File: src/rtl/demux_16ch_tdm.sv
// 16-channel serial TDM demultiplexer with frame-sync hunt/lock.
// A frame is only published on D once all 16 channel bits have arrived.
module demux_16ch_tdm (
    input  logic        clk,
    input  logic        rst,
    input  logic        E_N,
    input  logic        din,
    input  logic        frame_sync,
    output logic [15:0] D,
    output logic [3:0]  S,
    output logic        frame_valid,
    output logic        locked,
    output logic        sync_err
);

    typedef enum logic {
        HUNT    = 1'b0,
        RECEIVE = 1'b1
    } state_t;

    state_t      state;
    logic [14:0] shadow;

    assign locked = (state == RECEIVE);

    always_ff @(posedge clk) begin
        if (rst) begin
            state       <= HUNT;
            S           <= 4'd0;
            D           <= 16'h0000;
            shadow      <= 15'h0000;
            frame_valid <= 1'b0;
            sync_err    <= 1'b0;
        end else begin
            frame_valid <= 1'b0;
            sync_err    <= 1'b0;
            if (!E_N) begin
                unique case (state)
                    HUNT: begin
                        if (frame_sync) begin
                            shadow[0] <= din;
                            S         <= 4'd1;
                            state     <= RECEIVE;
                        end
                    end
                    RECEIVE: begin
                        if (frame_sync) begin
                            // Early sync restarts the frame; stale shadow bits
                            // are overwritten before they can reach D.
                            sync_err  <= (S != 4'd0);
                            shadow[0] <= din;
                            S         <= 4'd1;
                        end else if (S == 4'd0) begin
                            sync_err <= 1'b1;
                            state    <= HUNT;
                        end else if (S == 4'd15) begin
                            D           <= {din, shadow};
                            frame_valid <= 1'b1;
                            S           <= 4'd0;
                        end else begin
                            shadow[S] <= din;
                            S         <= S + 4'd1;
                        end
                    end
                    default: state <= HUNT;
                endcase
            end
        end
    end

endmodule
File: config.mk
export PLATFORM = sky130hd
export DESIGN_NAME = demux_16ch_tdm
export DESIGN_NICKNAME = d
export VERILOG_FILES = /design/src/rtl/demux_16ch_tdm.sv
export SDC_FILE = /design/constraint.sdc
export NUM_CORES = 1
export LEC_CHECK = 0
export BUFFER_PORTS_ARGS = -buffer_cell sky130_fd_sc_hd__buf_2
export CAP_MARGIN = 20
export CORE_ASPECT_RATIO = 0.5
export CORE_MARGIN = 2
export CORE_UTILIZATION = 30
export DETAILED_ROUTE_END_ITERATION = 10
export PLACE_DENSITY = 0.55
export SLEW_MARGIN = 15
export SYNTH_ARGS = -nofsm -noshare
export SYNTH_HDL_FRONTEND = slang
export SYNTH_SLANG_ARGS = --single-unit
File: constraint.sdc
create_clock -name clk -period 3.1 [get_ports clk]
set_clock_uncertainty 0.2 [all_clocks]
set_input_delay 0.31 -clock clk [delete_from_list [all_inputs] [get_ports clk]]
set_output_delay 0.31 -clock clk [all_outputs]
set_load 0.01 [all_outputs]
==> results.sh <==
export IMPL_drive_gt1_share_pct=19.00
export IMPL_wire_per_inst_um=14.56
export IMPL_ff2ff_path_depth=7
export IMPL_tightestPinTransition_ns=0.7011
export IMPL_rr_startpoint="S[0]"
export IMPL_fin_total_pwr_mw=1.131
export IMPL_syn_avg_cell_area_um2=8.857
export IMPL_dp_slack_ns=0.7462
export IMPL_ios=28
export IMPL_finalCriticalPeriod_ns=2.402
export IMPL_clk_latency_ns=0.28
export IMPL_vias=1503
export IMPL_final_setup_worst_slack_ns=0.6984
export IMPL_synthTopCellsByCount="38 x dfxtp_1, 28 x nand3_1, 25 x a21oi_1, 25 x o21ai_0, 15 x nand2b_1"
export IMPL_ys_ff_latch=38
export IMPL_root_buffer="clkbuf_16"
export IMPL_drt_iter0_markers=102
export IMPL_cts_buffer_depth=2
export IMPL_wl_mm=4.282
export IMPL_globalRouteOverflowTotal=0
export IMPL_cts_max_level=2
export IMPL_dieHeight_um=58.74
export IMPL_synth_top_area_cell="dfxtp_1"
export IMPL_criticalPathCategory="flop to flop"
export IMPL_drv_cap=0
export IMPL_track_usage_pct=13.10
export IMPL_async_flop_share_pct=0
export IMPL_detail_route_vias_per_cell=5.112
export IMPL_endpoint_kind="flop"
export IMPL_start_kind="flop"
export IMPL_hold_depth=2
export IMPL_synth_cells=203
export IMPL_dpl_instance_area_um2=1944
export IMPL_critical_path_buf_inv_count=1
export IMPL_grt_pass1_vias=1371
export IMPL_path_cells="inv_1 -> ha_1 -> or3b_1 -> ha_1 -> nand2_1 -> o21ai_0 -> a21oi_1"
export IMPL_maxSlewViolCount=0
export IMPL_synth_nets=213
export IMPL_critPathMostFrequentCell="ha_1"
export IMPL_grt_pass1_wl_mm=6.762
export IMPL_hold_viol=0
export IMPL_yosysUniqueCellTypes=35
export IMPL_layout_nets=230
export IMPL_min_path_type="primary input to flop"
export IMPL_synth_top_area_share_pct=42.31
export IMPL_grt_max_degree=41
export IMPL_cts_sinks=38
export IMPL_hpwl_mm=2.855
export IMPL_p_leak_nw=0.8134
export IMPL_status="finished, final reports clean"
export IMPL_io_buffers=27
export IMPL_setup_violations=0
export IMPL_hold_end="sync_err"
export IMPL_cp_arrival_ns=2.41
export IMPL_min_from="E_N"
export IMPL_synth_most_common_cell="dfxtp_1"
export IMPL_antenna_found_initial=0
export IMPL_critical_path_slowest_cell="or3b_1"
export IMPL_start_util_pct=31.91
export IMPL_rsz0062_at_grt="false"
export IMPL_netlist_area_um2=1798
export IMPL_yosysSeqAreaShare_pct=42.31
export IMPL_syn_to_final_growth_pct=17.61
export IMPL_holdBufCountCts=0
export IMPL_die_x_um=113.5
export IMPL_final_setup_tns_ns=0
export IMPL_synthTopCellsByArea="dfxtp_1 42%, nand3_1 7.8%, a21oi_1 7.0%"
export IMPL_synth_warnings=0
export IMPL_critPathTopFamily="simple AND/OR/NAND/NOR gates"
export IMPL_critPathMaxFanout=16
export IMPL_timing_reg2reg_setup_slack_ns=0.70
export IMPL_fp_coreArea_um2=5634
export IMPL_final_util_pct=37.53
export IMPL_row_count=19
export IMPL_r2r_end="D[3]"
export IMPL_diodes=0
export IMPL_post_cts_buffers=0
export IMPL_fin_crit_sh_pct=77.47
export IMPL_design_area_um2=2115
export IMPL_worst_endpoint_required_ns=3.10
export IMPL_cts_tree="yes"
export IMPL_place_gp_congestion=0.7769
export IMPL_final_antenna_net_count=0
export IMPL_firstDrtPassIters=4
export IMPL_synth_edff_count=0
export IMPL_ctsResizeCount=0
export IMPL_slowest_delay_ns=0.41
export IMPL_ys_flop_type="dfxtp_1"
export IMPL_numCtsBuffers=5
export IMPL_die_area_um2=6666
export IMPL_vdd_drop_max_mv=0.2178
export IMPL_route_detailed_drc=0
export IMPL_relSlewSlack_pct=53.23
export IMPL_power_density_nw_per_um2=534.7
export IMPL_clkSlewWorstSetupHoldPaths_ns=0.06
export IMPL_fmax_mhz=416.4
-- metal layers --
layer	part of all wire [%]	vias up	routed length, µm	GRT usage, %
met5	0	-	0	0
met4	0.82	0	35	5.923
met3	6.2	4	267	4.325
met2	40	37	1729	17.88
met1	53	699	2249	18.66
li1	-	763	-	-
-- per-stage QoR --
step	hold slack, ns	std cells
2_1_floorplan	0.2403	203
3_3_place_gp	0.2582	286
3_5_place_dp	0.2597	286
4_1_cts	0.1732	294
5_1_grt	0.1960	294
6_report	0.1798	294
-- state kept, by name (all words and copies together) (netlist names) --
name	flops
D	16
frame_valid	1
S	4
shadow	15
locked	1
sync_err	1
-- cell usage in the layout, fill, tap and decap left out, types with 2 or more instances in the layout --
master / instances
nand3_1: 28
nor2b_1: 6
a21oi_1: 25
or3b_1: 2
nand2b_1: 15
clkinvlp_4: 2
and4bb_2: 2
o21ai_0: 25
nor2_1: 2
nand3b_1: 4
clkbuf_16: 5
nand4_1: 2
inv_1: 3
mux2i_1: 9
nor4b_2: 2
nand4bb_1: 2
buf_2: 27
nand2_1: 3
ha_1: 5
dfxtp_1: 38
-- worst max-delay path by stage --
| stage | start | endpoint | slack (ns) | cells past startpoint |
|---|---|---|---|---|
| floorplan | S[0] | D[10] | 0.92 | 9 |
| global placement | S[0] | D[12] | 0.82 | 7 |
| detailed placement | S[0] | D[3] | 0.75 | 7 |
| CTS | S[0] | D[3] | 0.69 | 7 |
| global route | S[0] | D[10] | 0.54 | 7 |
| finish | S[0] | D[3] | 0.70 | 7 |
-- where the power goes --
part / total [mW] / switching (mW) / leakage [nW] / internal, mW
clock network: 0.584 / 0.205 / 0.0760 / 0.379
registers: 0.496 / 0.00474 / 0.306 / 0.491
logic: 0.0511 / 0.0311 / 0.431 / 0.0200
-- cell families after synthesis --
logic type               count (synthesis)  share of synthesized area [%]
AND/OR/NAND/NOR                         76                          27.63
AO/OA/AOI/OAI                           55                          16.49
flip-flops                              38                          42.31
buffers and inverters                   20                          5.080
multiplexers                             9                          5.011
adder cells (fa/ha/maj)                  5                          3.479
-- final cells by class --
type / count / area [µm²]
fillers: 574 / 3520
repair buffers: 27 / 135.1
well taps: 73 / 91.34
clock buffers: 5 / 125.1
flip-flops and latches: 38 / 760.7
inverters: 3 / 11.26
clock inverters: 3 / 45.04
multi-input cells: 145 / 945.9
-- worst reg2reg max path: cells and delay by family, from the launching register on --
kind | cells | cell delay [ns]
DFF | 1 | 0.35
adders and majority gates | 2 | 0.51
buffers and inverters | 1 | 0.14
and+or+nand+nor | 2 | 0.78
AOI/OAI and AO/OA | 2 | 0.35
Power figures use the tool's default switching activity.
